===== src/rtl/level_sync_debounce.sv =====
// rtl/level_sync_debounce.sv - synchronise and debounce an asynchronous level, with rise/fall event pulses
module level_sync_debounce #(
  parameter int unsigned SYNC_STAGES     = 2,
  parameter int unsigned DEBOUNCE_CYCLES = 8,
  parameter logic        RESET_LEVEL     = 1'b0
) (
  input  logic clk,
  input  logic reset,
  input  logic async_in,
  output logic level_out,
  output logic rise_evt,
  output logic fall_evt,
  output logic busy
);

  localparam int unsigned CNT_W = $clog2(DEBOUNCE_CYCLES + 1);
  // Count value at which the next mismatching cycle completes qualification.
  localparam logic [CNT_W-1:0] CNT_LAST = CNT_W'(DEBOUNCE_CYCLES - 1);

  typedef enum logic {
    STABLE  = 1'b0,
    QUALIFY = 1'b1
  } state_t;

  logic [SYNC_STAGES-1:0] sync_q, sync_d;
  logic [CNT_W-1:0]       cnt_q, cnt_d;
  state_t                 state_q, state_d;
  logic                   level_q, level_d;
  logic                   rise_q, rise_d;
  logic                   fall_q, fall_d;
  logic                   s;

  // Only the last synchroniser stage is ever looked at by the debouncer.
  assign s = sync_q[SYNC_STAGES-1];

  // Shift the asynchronous input into the synchroniser chain.
  always_comb begin
    sync_d = {sync_q[SYNC_STAGES-2:0], async_in};
  end

  // Debounce: any cycle where s agrees with level_out wipes all progress.
  always_comb begin
    cnt_d   = '0;
    state_d = STABLE;
    level_d = level_q;
    rise_d  = 1'b0;
    fall_d  = 1'b0;
    if (s != level_q) begin
      if (cnt_q == CNT_LAST) begin
        level_d = s;
        rise_d  = s;
        fall_d  = ~s;
      end else begin
        cnt_d   = cnt_q + 1'b1;
        state_d = QUALIFY;
      end
    end
  end

  // State registers; reset overrides everything and discards any pending transition.
  always_ff @(posedge clk) begin
    if (reset) begin
      sync_q  <= {SYNC_STAGES{RESET_LEVEL}};
      cnt_q   <= '0;
      state_q <= STABLE;
      level_q <= RESET_LEVEL;
      rise_q  <= 1'b0;
      fall_q  <= 1'b0;
    end else begin
      sync_q  <= sync_d;
      cnt_q   <= cnt_d;
      state_q <= state_d;
      level_q <= level_d;
      rise_q  <= rise_d;
      fall_q  <= fall_d;
    end
  end

  assign level_out = level_q;
  assign rise_evt  = rise_q;
  assign fall_evt  = fall_q;
  assign busy      = (state_q == QUALIFY);

endmodule


===== config.mk =====
export PLATFORM = sky130hd
export DESIGN_NAME = level_sync_debounce
export DESIGN_NICKNAME = d
export VERILOG_FILES = /design/src/rtl/level_sync_debounce.sv
export SDC_FILE = /design/constraint.sdc
export NUM_CORES = 1
export LEC_CHECK = 0
export CORE_AREA = 3 3 40 42
export CTS_CLUSTER_DIAMETER = 200
export DETAILED_ROUTE_END_ITERATION = 8
export DIE_AREA = 0 0 43 45
export HOLD_SLACK_MARGIN = 0.02
export PLACE_DENSITY = 0.46
export SLEW_MARGIN = 20
export SYNTH_ARGS = -nofsm -noshare
export SYNTH_HDL_FRONTEND = slang
export SYNTH_SLANG_ARGS = --single-unit

===== constraint.sdc =====
create_clock -name clk -period 1.5 [get_ports clk]
set_clock_uncertainty 0.1 [all_clocks]
set_input_delay 0.15 -clock clk [delete_from_list [all_inputs] [get_ports clk]]
set_output_delay 0.15 -clock clk [all_outputs]
set_load 0.005 [all_outputs]

Word-level counts from Yosys, hierarchy flattened
Cells that the tools add are included.
{"block": "totals", "input_bits": 3, "elab_cells": 17, "output_inout_bits": 4, "reg_bits": 10}
{"block": "op_classes", "n_bitwise": 3, "reduce_logical": 4, "n_addsub": 1, "muxes": 1, "n_eq_ne": 2}
{"cell": "3-bit OR reduction", "count": 2}
{"cell": "4-bit by 1-bit adder with 4-bit output (second input constant)", "count": 1}
{"cell": "4-bit by 3-bit equality test with 1-bit output (second input constant)", "count": 1}
{"cell": "1-bit NOT", "count": 3}
{"cell": "2-bit AND reduction", "count": 1}
{"cell": "2-bit OR reduction", "count": 1}
{"cell": "1-bit two-way mux", "count": 1}
{"cell": "1-bit != test", "count": 1}

Longest topological paths before layout
Gate-level depths: netlist of run 1.
{"block": "logic_depth", "ltp_word": 3, "mapped_depth": 5, "ltp_nobuf": 5}

Worst setup path before layout of run 1
Ideal clock, no wire load.
{"block": "synth_timing", "path_type": "register to register", "startpoint": "reg cnt_q[0]", "endpoint": "reg cnt_q[1]", "period_less_slack_ns": 1.141, "stages_incl_launch_ff": 6, "required_ns": 1.285, "path_buffers": 0, "t_arrival_ns": 0.926, "setup_slack_ns": 0.359, "setup_time_ns": 0.115, "path_cell_list": "dfxtp_1 ha_1 nand3b_2 nand3b_2 inv_2 and2_1"}
{"block": "synth_between", "elab_chain_len": 2, "word_cells_on_any_way": 3, "classes_between": "add/sub (1); eq/ne (1); reduce/logical (1)"}
{"element": "start, declared", "line_no": "26", "rtl": "logic [CNT_W-1:0] cnt_q, cnt_d;"}
{"element": "start signal, assigned", "line_no": "71", "rtl": "cnt_q <= cnt_d;"}
{"element": "branches (longest 2 deep; another with 4-bit by 1-bit adder with 4-bit output)"}
Parallel ways; which one is timed is not known.
A chain may end at the register's enable or synchronous reset.

Worst setup path after layout of run 1
{"block": "layout_timing", "startpoint": "reg level_q, in the netlist level_out", "endpoint": "out level_out"}
{"element": "start, declared", "line_no": "28", "rtl": "logic level_q, level_d;"}
{"element": "start signal, assigned", "line_no": "73", "rtl": "level_q <= level_d;"}
{"element": "end, declared", "line_no": "10", "rtl": "output logic level_out,"}
No word-level cell between the ends.

==> key figures, run 1 <==
Clock network
  – Worst-path clk slew: 60 ps
  – TritonCTS Buffers: 3
  – # hold bufs at CTS: 0
  – TritonCTS clock tree: yes
  – Post-CTS sizing: 0
  – Htree depth: 1
  – Max clock buf depth: 2
  – CTS sink cnt: 10
  – Clock Tree Root: clkbuf_4
  – Post-CTS setup buffer count: 0
  – Clk Latency, worst-skew pair: 250 ps

Finish
  – Post-Layout Cell Count: 54
  – Fill cell count: 133
  – Final #Nets: 45
  – Area grow syn2layout: 32.3%
  – Layout cells sized above 1: 17.9%
  – # diodes: 0
  – Area of the multi-input gates: 129 µm²
  – Sequential cell area: 200 µm²

Routing
  – DR vias/cell: 4.20
  – Routed wire length: 491 µm
  – Drt wl/cell: 9.09 µm
  – DRC viols: 0
  – Detail Route Antenna Nets: 0
  – Routed via count: 227
  – Drt first-iter violations: 3
  – Pre-Repair DR Iteration Count: 2

STA
  – Post-route clock period utilization: 94.7%
  – Final Hold Vio Count: 0
  – Max-slew violations: 0
  – F_max: 0.704 GHz
  – Setup_tns: 0 ps
  – Final setup violation count: 0
  – Unrepaired setup endpoints after global routing: no
  – Max-Slew Margin vs Limit: 83.6%
  – Final setup margin: 80.1 ps
  – Worst-Margin Slew: 242 ps
  – Period minus WS final: 1420 ps

Synth
  – Largest family of logic cells by synthesized area: simple AND/OR/NAND/NOR gates
  – Synth Net Count: 33
  – Post-synthesis simple-gate area fraction: 23.8%
  – Synth top area share: 59.5%
  – Yosys warning total: 0
  – Area contributors post-synth: dfxtp_1, nand3b_2, nor4b_1, xor2_1, ha_1
  – Xor/xnor share of the synthesized area: 7.81%
  – #FFs+latches synth: 10
  – Yosys top cell by area: dfxtp_1
  – Post-synthesis mux area share: 2.97%
  – Synth cell types: 14
  – Register area share after synthesis: 59.5%
  – Synthesized instance count: 29
  – Post-synthesis adder-cell area fraction: 3.72%
  – Post-synthesis compound-gate area fraction: 0%
  – Synth Area per Inst: 11.6 µm²
  – Mapped Area: 337 µm²

Critical path
  – Cell family with most CP delay: buffers and inverters
  – Setup Crit Path Kind: flip-flop to output port
  – CP endpoint kind: output port
  – Worst path required time: 1250 ps
  – Arrival time worst endpoint: 1170 ps
  – CP max stage cell: clkdlybuf4s50_1
  – Cells along the critical path: clkdlybuf4s50_1
  – Max stage delay on crit path: 530 ps
  – Worst-path fanout max: 5
  – CP startpoint kind: flip-flop
  – CP bufs+invs: 1
  – Slack of the worst reg-to-reg path: 280 ps

Power
  – Peak supply drop: 0.294 mV
  – Power, Total: 461 µW
  – Pleak: 0.000183 µW
  – PD cells: 1040 nW/µm²

Floorplan
  – # IOs: 7
  – Die width: 43 µm
  – Effective utilization at floorplan: 26.2%
  – Die height: 45 µm
  – CORE AREA: 1280 µm²
  – Die area: 1940 µm²
  – # rows: 13

Global routing
  – GR peak layer: met2
  – Met2 usage: 9.28%
  – Pin count of the biggest net entering global routing: 6
  – First-pass GRT wire length: 841 µm
  – Met1 Usage GRT: 5.87%
  – Gr usage total: 6.44%
  – Vias in the first global route: 232
  – Grt total ovfl: 0
  – Initial antenna violation count: 0
  – M3 GR Usage: 3.98%

Placement
  – # port buffers: 6
  – Dpl cells: 51
  – Gp weighted congestion: 0.648
  – Pre-CTS setup slack: 274 ps
  – Final HPWL DP: 379 µm

Job
  – Max-Cap Viols: 0

Hold path
  – Tightest Hold Check Type: flip-flop to flip-flop

Status
  – Outcome: finished, final reports clean
## layer usage
layer | vias to the layer above | part of all wire [%]
li1 | 116 | -
met1 | 103 | 46
met2 | 6 | 45
met3 | 2 | 8.1
met4 | 0 | 1.0
met5 | - | 0
## report_power, final
group	internal (µW)	total (µW)	switching [µW]	leakage, µW
combinational	11.0	17.0	6.00	0.0000882
sequential	270	272	2.20	0.0000811
clock	92.1	173	80.5	0.0000138
## registers in the layout (all words and copies together), names as in the netlist
register   count
busy           1
cnt_q          4
fall_evt       1
level_out      1
rise_evt       1
sync_q         2
## cells in the final DEF (no fill, tap or decap), drive strengths merged
master,count
dfxtp,10
nor4b,2
nor2b,2
nor3,1
xnor2,1
mux2i,1
and2,1
nand3b,2
clkbuf,3
nand3,1
buf,1
ha,1
nor2,3
clkdlybuf4s50,6
xor2,2
inv,2
## synth_stat cells
library cell and number:
and2_1 1, dfxtp_1 10, ha_1 1, inv_1 1
inv_2 1, mux2i_1 1, nand3_1 1, nand3b_2 2
nor2_1 3, nor2b_1 2, nor3_1 1, nor4b_1 2
xnor2_1 1, xor2_1 2
## path summary, 6_finish.rpt
| check | start | endpoint | cells after the start |
|---|---|---|---|
| hold / removal | sync_q[0]$_SDFF_PP0_ | sync_q[1]$_SDFF_PP0_ | 1 |
| setup reg to reg | cnt_q[0]$_SDFF_PP0_ | cnt_q[1]$_SDFF_PP0_ | 5 |
| hold reg to reg | sync_q[0]$_SDFF_PP0_ | sync_q[1]$_SDFF_PP0_ | 1 |
| setup / recovery | level_out$_SDFFE_PP0P_ | level_out | 1 |
## worst reg2reg max path: stages, from the launching register on
cell      delay [ps]
dfxtp_1          350
ha_1             210
nand3b_2         140
nand3b_2         140
inv_2             40
and2_1           140
## logic make-up after synthesis
family | after synthesis
adders and majority gates | 1
DFF | 10
xor gates and xnor gates | 3
buffers and inverters | 2
and+or+nand+nor | 12
muxes | 1
## stage by stage
step                      util, %  cell area, µm²  hold slack (ps)
after floorplan                 -             337              122
after global placement       32.9             423              325
after detailed placement     32.9             423              329
after CTS                    34.7             445              346
after global routing         34.7             445              364
final                        34.7             445              339
## cell type report
type / instances / area share [%]
repair buffers: 7 / 15.2
well taps: 15 / 4.21
multi-input cells: 17 / 28.9
flip-flops and latches: 10 / 44.9
inverters: 2 / 1.69
clock buffers: 3 / 5.06
Note: power is estimated with default switching activity, not from simulation.
==> run 2, diff against run 1 <==
--- a/config.mk
+++ b/config.mk
@@ -5,10 +5,10 @@
 export SDC_FILE = /design/constraint.sdc
 export NUM_CORES = 1
 export LEC_CHECK = 0
-export CORE_AREA = 3 3 40 42
+export CORE_AREA = 4 4 41 43
 export CTS_CLUSTER_DIAMETER = 200
 export DETAILED_ROUTE_END_ITERATION = 8
-export DIE_AREA = 0 0 43 45
+export DIE_AREA = 0 0 45 47
 export HOLD_SLACK_MARGIN = 0.02
 export PLACE_DENSITY = 0.46
 export SLEW_MARGIN = 20
==> run 2 against run 1 <==
Net effect:
- utilization about the same
- setup slack got worse by 25 ps
- cell count unchanged
- first-iteration DRC count decreased by 67%
- sequential cell count unchanged
- non-clock buffer count decreased by 1
- critical path depth unchanged
- count of clock-buffer cells in the layout increased by 1
- sequential power about the same
==> key figures, run 2 (synthesis results as in run 1) <==
Placement
  – Gp weighted congestion: 0.673 (+3.9%)
  – Area of placed instances: 415 µm² (-1.8%)
  – Pre-CTS setup slack: 165 ps (-110 ps)
  – Final HPWL DP: 367 µm (-3.3%)
  – # port buffers: 6 (unchanged)

Floorplan
  – # rows: 13 (unchanged)
  – Die height: 47 µm (+4.4%)
  – Die area: 2120 µm² (+9.3%)
  – Effective utilization at floorplan: 25.9% (-0.33 points)
  – Die width: 45 µm (+4.7%)
  – CORE AREA: 1300 µm² (+1.3%)
  – # IOs: 7 (unchanged)

Critical path
  – CP bufs+invs: 1 (unchanged)
  – Worst reg2reg path endpoint: cnt_q[1]$_SDFF_PP0_
  – Worst path required time: 1250 ps (about the same)
  – Cells along the critical path: clkdlybuf4s50_1
  – CP startpoint kind: flip-flop
  – Setup Crit Path Kind: flip-flop to output port
  – R2R depth: 5 (unchanged)
  – Slack of the worst reg-to-reg path: 280 ps (about the same)
  – CP endpoint kind: output port
  – Cell family with most CP delay: buffers and inverters
  – Worst-path fanout max: 5 (unchanged)
  – Critical R2R Launch: cnt_q[0]$_SDFF_PP0_
  – Max stage delay on crit path: 530 ps (about the same)
  – Arrival time worst endpoint: 1200 ps (+30 ps)
  – CP max stage cell: clkdlybuf4s50_1

Routing
  – DR vias/cell: 4.20 (unchanged)
  – Drt first-iter violations: 1 (-2)
  – DRC viols: 0 (unchanged)
  – Routed wire length: 505 µm (+2.9%)
  – Pre-Repair DR Iteration Count: 2 (unchanged)
  – Drt wl/cell: 9.35 µm (+2.9%)
  – Detail Route Antenna Nets: 0 (unchanged)
  – Routed via count: 227 (unchanged)

Hold path
  – Hold EP: sync_q[1]$_SDFF_PP0_
  – Worst hold stages: 1 (unchanged)
  – Hold wc startpoint: sync_q[0]$_SDFF_PP0_
  – Tightest Hold Check Type: flip-flop to flip-flop

STA
  – Max-Slew Margin vs Limit: 82.9% (-0.69 points)
  – Period minus WS final: 1450 ps (+25.4 ps)
  – Setup_tns: 0 ps (unchanged)
  – Worst-Margin Slew: 252 ps (+10.1 ps)
  – Final Hold Vio Count: 0 (unchanged)
  – Max-slew violations: 0 (unchanged)
  – Unrepaired setup endpoints after global routing: no
  – Worst hold margin: 339 ps (+0.590 ps)
  – Final setup violation count: 0 (unchanged)
  – F_max: 0.692 GHz (-1.8%)
  – Post-route clock period utilization: 96.4% (+1.7 points)
  – Final setup margin: 54.7 ps (-25.4 ps)

Finish
  – Largest register by flop count: cnt_q
  – Layout cells sized above 1: 17.9% (unchanged)
  – Most frequent cells in the layout: dfxtp_1, clkdlybuf4s50_1, nor2_1, clkbuf_4
  – Area grow syn2layout: 34.2%
  – Max reg flops: 4 (unchanged)
  – Design area: 452 µm² (+1.4%)
  – # diodes: 0 (unchanged)
  – Final Util: 34.7% (+0.047 points)
  – Final #Nets: 44 (-2.2%)
  – Commonest non-fill, non-tap cell in the layout: dfxtp_1
  – Regs by FF count: cnt_q x4, sync_q x2

Global routing
  – Vias in the first global route: 234 (+0.86%)
  – M3 GR Usage: 2.30% (-1.7 points)
  – Grt total ovfl: 0 (unchanged)
  – First-pass GRT wire length: 862 µm (+2.5%)
  – Initial antenna violation count: 0 (unchanged)
  – GR peak layer: met4
  – Gr usage total: 6.26% (-0.18 points)
  – Met1 Usage GRT: 6.19% (+0.32 points)
  – Pin count of the biggest net entering global routing: 8 (+2)
  – Met2 usage: 8.76% (-0.52 points)

Clock network
  – Clock Tree Root: clkbuf_4
  – Post-CTS sizing: 0 (unchanged)
  – CTS sink cnt: 10 (unchanged)
  – Htree depth: 1 (unchanged)
  – # hold bufs at CTS: 0 (unchanged)
  – Worst-path clk slew: 60 ps (about the same)
  – Max clock buf depth: 2 (unchanged)
  – TritonCTS Buffers: 3 (unchanged)
  – Clk Latency, worst-skew pair: 260 ps (about the same)
  – TritonCTS clock tree: yes
  – Post-CTS setup buffer count: 0 (unchanged)

Job
  – Max-Cap Viols: 0 (unchanged)

Power
  – Peak supply drop: 0.390 mV (+33%)
  – Pleak: 0.000186 µW (+1.3%)
  – PD cells: 1160 nW/µm² (+12%)

Status
  – Outcome: finished, final reports clean
[run 2: where the power goes]
part / internal [µW] / switching [µW] / leakage [µW]
logic: 9.34 / 5.51 / 0.0000834
clock network: 147 / 89.5 / 0.0000210
registers: 269 / 2.31 / 0.0000811
total: 426 / 97.3 / 0.000186
[run 2: how the worst max path moves through the flow]
stage	startpoint	to	slack (ps)	depth (start not counted)
after floorplan	cnt_q[0]$_SDFF_PP0_	cnt_q[1]$_SDFF_PP0_	360	5
after global placement	reset	cnt_q[1]$_SDFF_PP0_	200	4
after detailed placement	reset	cnt_q[1]$_SDFF_PP0_	160	4
after CTS	level_out$_SDFFE_PP0P_	level_out	40	1
after global routing	level_out$_SDFFE_PP0P_	level_out	5	1
final	level_out$_SDFFE_PP0P_	level_out	50	1
[run 2: per-stage QoR]
step | instances | total power (µW)
floorplan | 29 | 283
global placement | 50 | 292
detailed placement | 50 | 293
CTS | 54 | 534
global route | 54 | 539
finish | 54 | 523
[run 2: metal layers]
layer	vias up	wire length [µm]
li1	115	-
met1	107	233
met2	5	243
met3	0	27
met4	0	0
met5	-	0
[run 2: final cells by class]
cell class / count / area [µm²]
clock buffers: 4 / 36.3
fillers: 145 / 850
inverters: 2 / 7.51
multi-input cells: 17 / 129
flip-flops and latches: 10 / 200
well taps: 15 / 18.8
repair buffers: 6 / 60.1
